===== src/rtl/lsu_pkg.sv =====
// Shared types for the load/store memory port: access sizes, FSM states,
// fault codes and the alignment rule used when a request is accepted.
package lsu_pkg;

    typedef enum logic [1:0] {
        SIZE_BYTE = 2'd0,
        SIZE_HALF = 2'd1,
        SIZE_WORD = 2'd2
    } size_e;

    typedef enum logic [1:0] {
        IDLE  = 2'd0,
        LOAD  = 2'd1,
        STORE = 2'd2,
        RESP  = 2'd3
    } state_e;

    typedef enum logic [1:0] {
        FAULT_NONE    = 2'd0,
        FAULT_ALIGN   = 2'd1,
        FAULT_TIMEOUT = 2'd2
    } fault_e;

    // Size code 3 has no meaning and is reported like a misaligned access.
    function automatic logic access_misaligned(input logic [1:0] size, input logic [1:0] offset);
        logic bad;
        case (size)
            SIZE_BYTE: bad = 1'b0;
            SIZE_HALF: bad = offset[0];
            SIZE_WORD: bad = |offset;
            default:   bad = 1'b1;
        endcase
        return bad;
    endfunction

endpackage


===== src/rtl/lsu_lane_align.sv =====
// Byte-lane steering for the memory port: byte enables and replicated store
// data for a store, and shift plus sign/zero extension for a load word.
module lsu_lane_align
    import lsu_pkg::*;
(
    input  logic [1:0]  size_i,
    input  logic [1:0]  offset_i,
    input  logic        zero_ext_i,
    input  logic [31:0] store_data_i,
    input  logic [31:0] load_word_i,
    output logic [3:0]  byte_enable_o,
    output logic [31:0] store_data_o,
    output logic [31:0] load_data_o
);

    logic [31:0] load_shifted;
    logic        byte_sign;
    logic        half_sign;

    assign load_shifted = load_word_i >> {offset_i, 3'b000};
    assign byte_sign    = ~zero_ext_i & load_shifted[7];
    assign half_sign    = ~zero_ext_i & load_shifted[15];

    // Decode lanes and extension from the access size; illegal sizes select nothing.
    always_comb begin
        byte_enable_o = 4'b0000;
        store_data_o  = '0;
        load_data_o   = '0;
        case (size_i)
            SIZE_BYTE: begin
                byte_enable_o = 4'b0001 << offset_i;
                store_data_o  = {4{store_data_i[7:0]}};
                load_data_o   = {{24{byte_sign}}, load_shifted[7:0]};
            end
            SIZE_HALF: begin
                byte_enable_o = 4'b0011 << {offset_i[1], 1'b0};
                store_data_o  = {2{store_data_i[15:0]}};
                load_data_o   = {{16{half_sign}}, load_shifted[15:0]};
            end
            SIZE_WORD: begin
                byte_enable_o = 4'b1111;
                store_data_o  = store_data_i;
                load_data_o   = load_shifted;
            end
            default: begin
                byte_enable_o = 4'b0000;
            end
        endcase
    end

endmodule


===== src/rtl/lsu_mem_port.sv =====
// Load/store initiator between the memory pipeline stage and the data memory
// port. One request in flight at a time; alignment is checked on accept.
// Optional build macro LSU_TIMEOUT_EN adds a completion timeout that reports
// fault code 2 after TIMEOUT_CYCLES waiting cycles.
module lsu_mem_port
    import lsu_pkg::*;
#(
    parameter int unsigned TIMEOUT_CYCLES = 16
) (
    input  logic        clock,
    input  logic        reset,
    input  logic        reqValid,
    output logic        reqReady,
    input  logic        reqWrite,
    input  logic [1:0]  reqSize,
    input  logic        reqUnsigned,
    input  logic [31:0] reqAddress,
    input  logic [31:0] reqStoreData,
    output logic        respValid,
    output logic [31:0] respData,
    output logic [1:0]  respFault,
    output logic [31:0] address,
    output logic [31:0] storeData,
    output logic [3:0]  byteEnable,
    output logic        storeValid,
    input  logic [31:0] loadData,
    input  logic        loadDataValid,
    input  logic        storeComplete
);

    state_e      state_q;
    logic [1:0]  size_q;
    logic [1:0]  offset_q;
    logic        zero_ext_q;
    logic        req_ready_q;
    logic        resp_valid_q;
    logic [31:0] resp_data_q;
    fault_e      resp_fault_q;
    logic [31:0] address_q;
    logic [31:0] store_data_q;
    logic [3:0]  byte_enable_q;
    logic        store_valid_q;

    logic [1:0]  lane_size;
    logic [1:0]  lane_offset;
    logic        lane_zext;
    logic [3:0]  lane_byte_enable;
    logic [31:0] lane_store_data;
    logic [31:0] lane_load_data;
    logic        req_misaligned;

`ifdef LSU_TIMEOUT_EN
    localparam int unsigned CntW = (TIMEOUT_CYCLES > 1) ? $clog2(TIMEOUT_CYCLES) : 1;
    localparam logic [CntW-1:0] CntLast = CntW'(TIMEOUT_CYCLES - 1);

    logic [CntW-1:0] wait_cnt_q;
`else
    logic unused_timeout_cfg;
    assign unused_timeout_cfg = (TIMEOUT_CYCLES != 0);
`endif

    assign req_misaligned = access_misaligned(reqSize, reqAddress[1:0]);

    // Lanes come from the live request while idle (to register store lanes on
    // accept) and from the latched request while a load waits for its data.
    always_comb begin
        lane_size   = size_q;
        lane_offset = offset_q;
        lane_zext   = zero_ext_q;
        if (state_q == IDLE) begin
            lane_size   = reqSize;
            lane_offset = reqAddress[1:0];
            lane_zext   = reqUnsigned;
        end
    end

    lsu_lane_align u_lane_align (
        .size_i        (lane_size),
        .offset_i      (lane_offset),
        .zero_ext_i    (lane_zext),
        .store_data_i  (reqStoreData),
        .load_word_i   (loadData),
        .byte_enable_o (lane_byte_enable),
        .store_data_o  (lane_store_data),
        .load_data_o   (lane_load_data)
    );

    // Request sequencing; every memory-side and response output is a register here.
    always_ff @(posedge clock or negedge reset) begin
        if (!reset) begin
            state_q       <= IDLE;
            size_q        <= 2'b00;
            offset_q      <= 2'b00;
            zero_ext_q    <= 1'b0;
            req_ready_q   <= 1'b1;
            resp_valid_q  <= 1'b0;
            resp_data_q   <= '0;
            resp_fault_q  <= FAULT_NONE;
            address_q     <= '0;
            store_data_q  <= '0;
            byte_enable_q <= 4'b0000;
            store_valid_q <= 1'b0;
`ifdef LSU_TIMEOUT_EN
            wait_cnt_q    <= '0;
`endif
        end else begin
            unique case (state_q)
                IDLE: begin
                    if (reqValid) begin
                        size_q      <= reqSize;
                        offset_q    <= reqAddress[1:0];
                        zero_ext_q  <= reqUnsigned;
                        address_q   <= {reqAddress[31:2], 2'b00};
                        req_ready_q <= 1'b0;
`ifdef LSU_TIMEOUT_EN
                        wait_cnt_q  <= '0;
`endif
                        if (req_misaligned) begin
                            // Rejected without touching memory.
                            state_q      <= RESP;
                            resp_valid_q <= 1'b1;
                            resp_fault_q <= FAULT_ALIGN;
                            resp_data_q  <= '0;
                        end else begin
                            byte_enable_q <= lane_byte_enable;
                            if (reqWrite) begin
                                state_q       <= STORE;
                                store_data_q  <= lane_store_data;
                                store_valid_q <= 1'b1;
                            end else begin
                                state_q <= LOAD;
                            end
                        end
                    end
                end
                LOAD: begin
                    if (loadDataValid) begin
                        state_q       <= RESP;
                        resp_valid_q  <= 1'b1;
                        resp_fault_q  <= FAULT_NONE;
                        resp_data_q   <= lane_load_data;
                        byte_enable_q <= 4'b0000;
                    end
`ifdef LSU_TIMEOUT_EN
                    else if (wait_cnt_q == CntLast) begin
                        state_q       <= RESP;
                        resp_valid_q  <= 1'b1;
                        resp_fault_q  <= FAULT_TIMEOUT;
                        resp_data_q   <= '0;
                        byte_enable_q <= 4'b0000;
                    end else begin
                        wait_cnt_q <= wait_cnt_q + CntW'(1);
                    end
`endif
                end
                STORE: begin
                    if (storeComplete) begin
                        state_q       <= RESP;
                        resp_valid_q  <= 1'b1;
                        resp_fault_q  <= FAULT_NONE;
                        resp_data_q   <= '0;
                        byte_enable_q <= 4'b0000;
                        store_valid_q <= 1'b0;
                    end
`ifdef LSU_TIMEOUT_EN
                    else if (wait_cnt_q == CntLast) begin
                        state_q       <= RESP;
                        resp_valid_q  <= 1'b1;
                        resp_fault_q  <= FAULT_TIMEOUT;
                        resp_data_q   <= '0;
                        byte_enable_q <= 4'b0000;
                        store_valid_q <= 1'b0;
                    end else begin
                        wait_cnt_q <= wait_cnt_q + CntW'(1);
                    end
`endif
                end
                RESP: begin
                    // One-cycle response; ready returns only afterwards.
                    state_q      <= IDLE;
                    resp_valid_q <= 1'b0;
                    resp_data_q  <= '0;
                    resp_fault_q <= FAULT_NONE;
                    req_ready_q  <= 1'b1;
                end
                default: begin
                    state_q <= IDLE;
                end
            endcase
        end
    end

    assign reqReady   = req_ready_q;
    assign respValid  = resp_valid_q;
    assign respData   = resp_data_q;
    assign respFault  = resp_fault_q;
    assign address    = address_q;
    assign storeData  = store_data_q;
    assign byteEnable = byte_enable_q;
    assign storeValid = store_valid_q;

endmodule


===== config.mk =====
export PLATFORM = sky130hd
export DESIGN_NAME = lsu_mem_port
export DESIGN_NICKNAME = d
export VERILOG_FILES = /design/src/rtl/lsu_pkg.sv /design/src/rtl/lsu_lane_align.sv /design/src/rtl/lsu_mem_port.sv
export SDC_FILE = /design/constraint.sdc
export NUM_CORES = 1
export LEC_CHECK = 0
export ABC_AREA = 1
export BUFFER_PORTS_ARGS = -buffer_cell sky130_fd_sc_hd__clkbuf_2
export CAP_MARGIN = 20
export CELL_PAD_IN_SITES_DETAIL_PLACEMENT = 1
export CELL_PAD_IN_SITES_GLOBAL_PLACEMENT = 1
export CORE_ASPECT_RATIO = 0.9
export CORE_MARGIN = 2
export CORE_UTILIZATION = 38
export CTS_CLUSTER_SIZE = 40
export DETAILED_ROUTE_END_ITERATION = 8
export GPL_ROUTABILITY_DRIVEN = 0
export PLACE_DENSITY_LB_ADDON = 0.25
export SLEW_MARGIN = 20
export SYNTH_ARGS = -nofsm -noshare
export SYNTH_HDL_FRONTEND = slang
export SYNTH_SLANG_ARGS = --single-unit
export TNS_END_PERCENT = 20

===== constraint.sdc =====
create_clock -name clock -period 3.3 [get_ports clock]
set_input_delay 0.33 -clock clock [delete_from_list [all_inputs] [get_ports clock]]
set_output_delay 0.33 -clock clock [all_outputs]
set_load 0.005 [all_outputs]

==> results_dict.tcl <==
set metrics [dict create \
    outcome "completed" \
    ys_types 35 \
    clock_path_buffers 2 \
    core_area_mm2 0.01466 \
    start_util_pct 38.65 \
    timing.max_cap.violations 0 \
    synth_top_area_share_pct 47.69 \
    synth_cells 729 \
    yosysMostFrequentCell "nand2_1" \
    insertion_delay_ns 0.36 \
    hold_viol_final 0 \
    synth_edf_count 0 \
    cp.depth 12 \
    firstDrtPassIters 4 \
    fmax_mhz 370.4 \
    p_switching_w 0.003238 \
    synth_area_leader_cell "dfrtp_1" \
    hold_slack_ns 0.04399 \
    drc 0 \
    worst_ep_arrival_time_ns 3.00 \
    max_stage_delay_ns 0.50 \
    critical_path_class "reg2reg" \
    critPathLaunchType "flip-flop" \
    cts_tree "done" \
    worst_setup_path_end_kind "flip-flop" \
    die_h_um 119.9 \
    timing.setup.tns_ns 0 \
    wl_per_cell_um 15.46 \
    n_antenna_cell 0 \
    drive_above_1_share_pct 29.87 \
    num_rows 42 \
    crit_top_cell "nand2_1" \
    ys_ff_latch 109 \
    cts_root_buf "clkbuf_16" \
    grt_max_degree 110 \
    antenna_found_initial 0 \
    slew_violations 0 \
    grt.total_usage_pct 22.47 \
    sequentialPowerShare_pct 31.5 \
    io_buffers 206 \
    vdd_drop_max_mv 0.3957 \
    path_max_fanout 28 \
    powerDensity_mw_per_mm2 1005 \
    swShare_pct 45.36 \
    path_clk_slew_ns 0.07 \
    period_share_pct 81.82 \
    crit_chain "inv_1 > ha_1 > inv_4 > nand2_2 > nand2_2 > nand2_1 > nand2_1 > nand2_1 > nand3_4 > nand2_1 > nand2_1 > nand2_1" \
    critical_path.top_delay_family "simple AND/OR/NAND/NOR gates" \
    ctsHoldBuffers 0 \
    grt_pass1_vias 5405 \
    postCtsSetupRepairBufs 0 \
    crit_path_top_delay_cell "ha_1" \
    r2r_slack_ns 0.60 \
    synth_area_leaders "dfrtp_1 48%, nand2_1 25%, o21ai_0 2.6%, nand3_2 2.5%, inv_1 2.1%" \
    io_pins 210 \
    clkPwrFrac_pct 15.7 \
    drtIter0Drc 246 \
    clock_sinks 109 \
    ant_nets 0 \
    netlist_top_cells_count "371 x nand2_1, 108 x dfrtp_1, 31 x inv_1" \
    htreeDepth 3 \
    grt_setup_unrepaired "false" \
    hpwlAfterDp_um 12660 \
    worstMarginPinSlew_ns 0.6112 \
    p_leak_nw 4.198 \
    fp.dieW_um 132.7 \
    path_buf_inv 2 \
    crit-reg2reg-launch "state_q[0]" \
    cp-startpoint "state_q[0]" \
    r2r_end "respData[8]" \
    yosysSeqAreaShare_pct 48.16 \
    grt_overflow 0 \
    max_slew_margin_pct 59.25 \
    async_flop_share_pct 100.0 \
    crit_required_ns 3.60 \
    areaGrowthSynthToFinish_pct 25.37 \
    drt_wl_total_um 17340 \
    final_nets 1029 \
    vias 5340 \
    finalSetupViolCount 0 \
    synth_area_per_cell_um2 7.773 \
    cts_inserted_buffers 9 \
    final.setup_skew_ns 0.004549 \
    cts_resized 0 \
    synth_warnings 0 \
    viasPerCell 4.759 \
    syn-cell-area_mm2 0.005667 \
    die_area_mm2 0.01591 \
    internal_power_w 0.003900 \
    grt_first_pass_wirelength_um 28230 \
    hp-class "in2async" \
    fin_crit_ns 2.700 \
    worstRegToRegCells 12 \
    setup.worst_path.end "respData[8]" \
    power_frac_comb_pct 52.7 \
    synth_flop_cell "dfrtp_1" \
]
## cell type report
class                           count  area, µm²
Multi-Input combinational cell    550       2576
Sequential cell                   109       2729
Timing Repair Buffer              212       1104
Clock inverter                      3      43.79
Clock buffer                       13      260.3
Fill cell                        1902       7557
Tap cell                          198      247.7
Inverter                           37      143.9
## layout by cell type (no fill, tap or decap), types with 3 or more instances in the layout
master / instances
a21boi_0: 3
a21boi_1: 4
a21oi_1: 17
a22o_1: 9
buf_4: 5
clkbuf_16: 9
clkbuf_2: 205
conb_1: 3
dfrtp_1: 108
ha_1: 5
inv_1: 31
inv_2: 4
nand2_1: 371
nand2_2: 11
nand2_4: 7
nand3_1: 22
nand3_2: 15
nor2_1: 18
nor2_4: 4
o21ai_0: 30
o21ai_1: 12
o22ai_1: 8
## flip-flops by register name, indices dropped and copies added, names as in the netlist, 2 cells and up
register	count
address	30
byteEnable	4
offset_q	2
respData	32
size_q	2
state_q	2
storeData	32
## layer usage
metal  global-route usage, %  wire length (µm)
met2                   35.72              7879
met4                   5.981               237
met1                   30.65              8148
met3                   5.746              1078
met5                       0                 0
## worst min-delay path by stage
stage               start             to  slack [ns]  depth (start not counted)
floorplan           reset    address[10]        0.03                          0
global placement    reset  storeData[29]        0.46                          2
detailed placement  reset   storeData[2]        0.46                          2
CTS                 reset   storeData[2]        0.08                          2
global route        reset   storeData[2]        0.09                          2
finish              reset   storeData[2]        0.04                          2
## power groups by stage
stage               combinational, W  clock [W]  sequential (W)
floorplan                    0.00251          0         0.00227
global placement             0.00368          0         0.00226
detailed placement           0.00377          0         0.00227
CTS                          0.00380    0.00116         0.00226
global route                 0.00426    0.00121         0.00232
finish                       0.00376    0.00112         0.00225
## worst register-to-register path, delay by kind of cell (launching register included)
kind                     cells  cell delay [ns]
adder cells (fa/ha/maj)      1             0.50
buffers and inverters        2             0.30
AND/OR/NAND/NOR              9             1.42
flip-flops                   1             0.42
## stage by stage
step | cells | worst slack, ns | cell area, µm² | utilization [%] | total power, W
final | 1122 | 0.6001 | 7104 | 48.46 | 0.007139
after global routing | 1122 | 0.3016 | 7104 | 48.46 | 0.007787
after CTS | 1122 | 0.5694 | 7104 | 48.46 | 0.007222
after detailed placement | 1106 | 0.6243 | 6800 | 46.38 | 0.006043
after global placement | 1106 | 0.7409 | 6800 | 46.38 | 0.005944
after floorplan | 731 | 1.504 | 5674 | - | 0.004784
## cell families (layout without fill, tap and decap cells)
logic type               Yosys count  count (layout)  synth area share, %
buffers and inverters             72             265                6.602
AND/OR/NAND/NOR                  457             457                35.37
flip-flops                       109             109                48.16
AO/OA/AOI/OAI                     85              85                8.700
adder cells (fa/ha/maj)            5               5                1.104
other                              1               3              0.06618
Note: power is estimated with default switching activity, not from simulation.
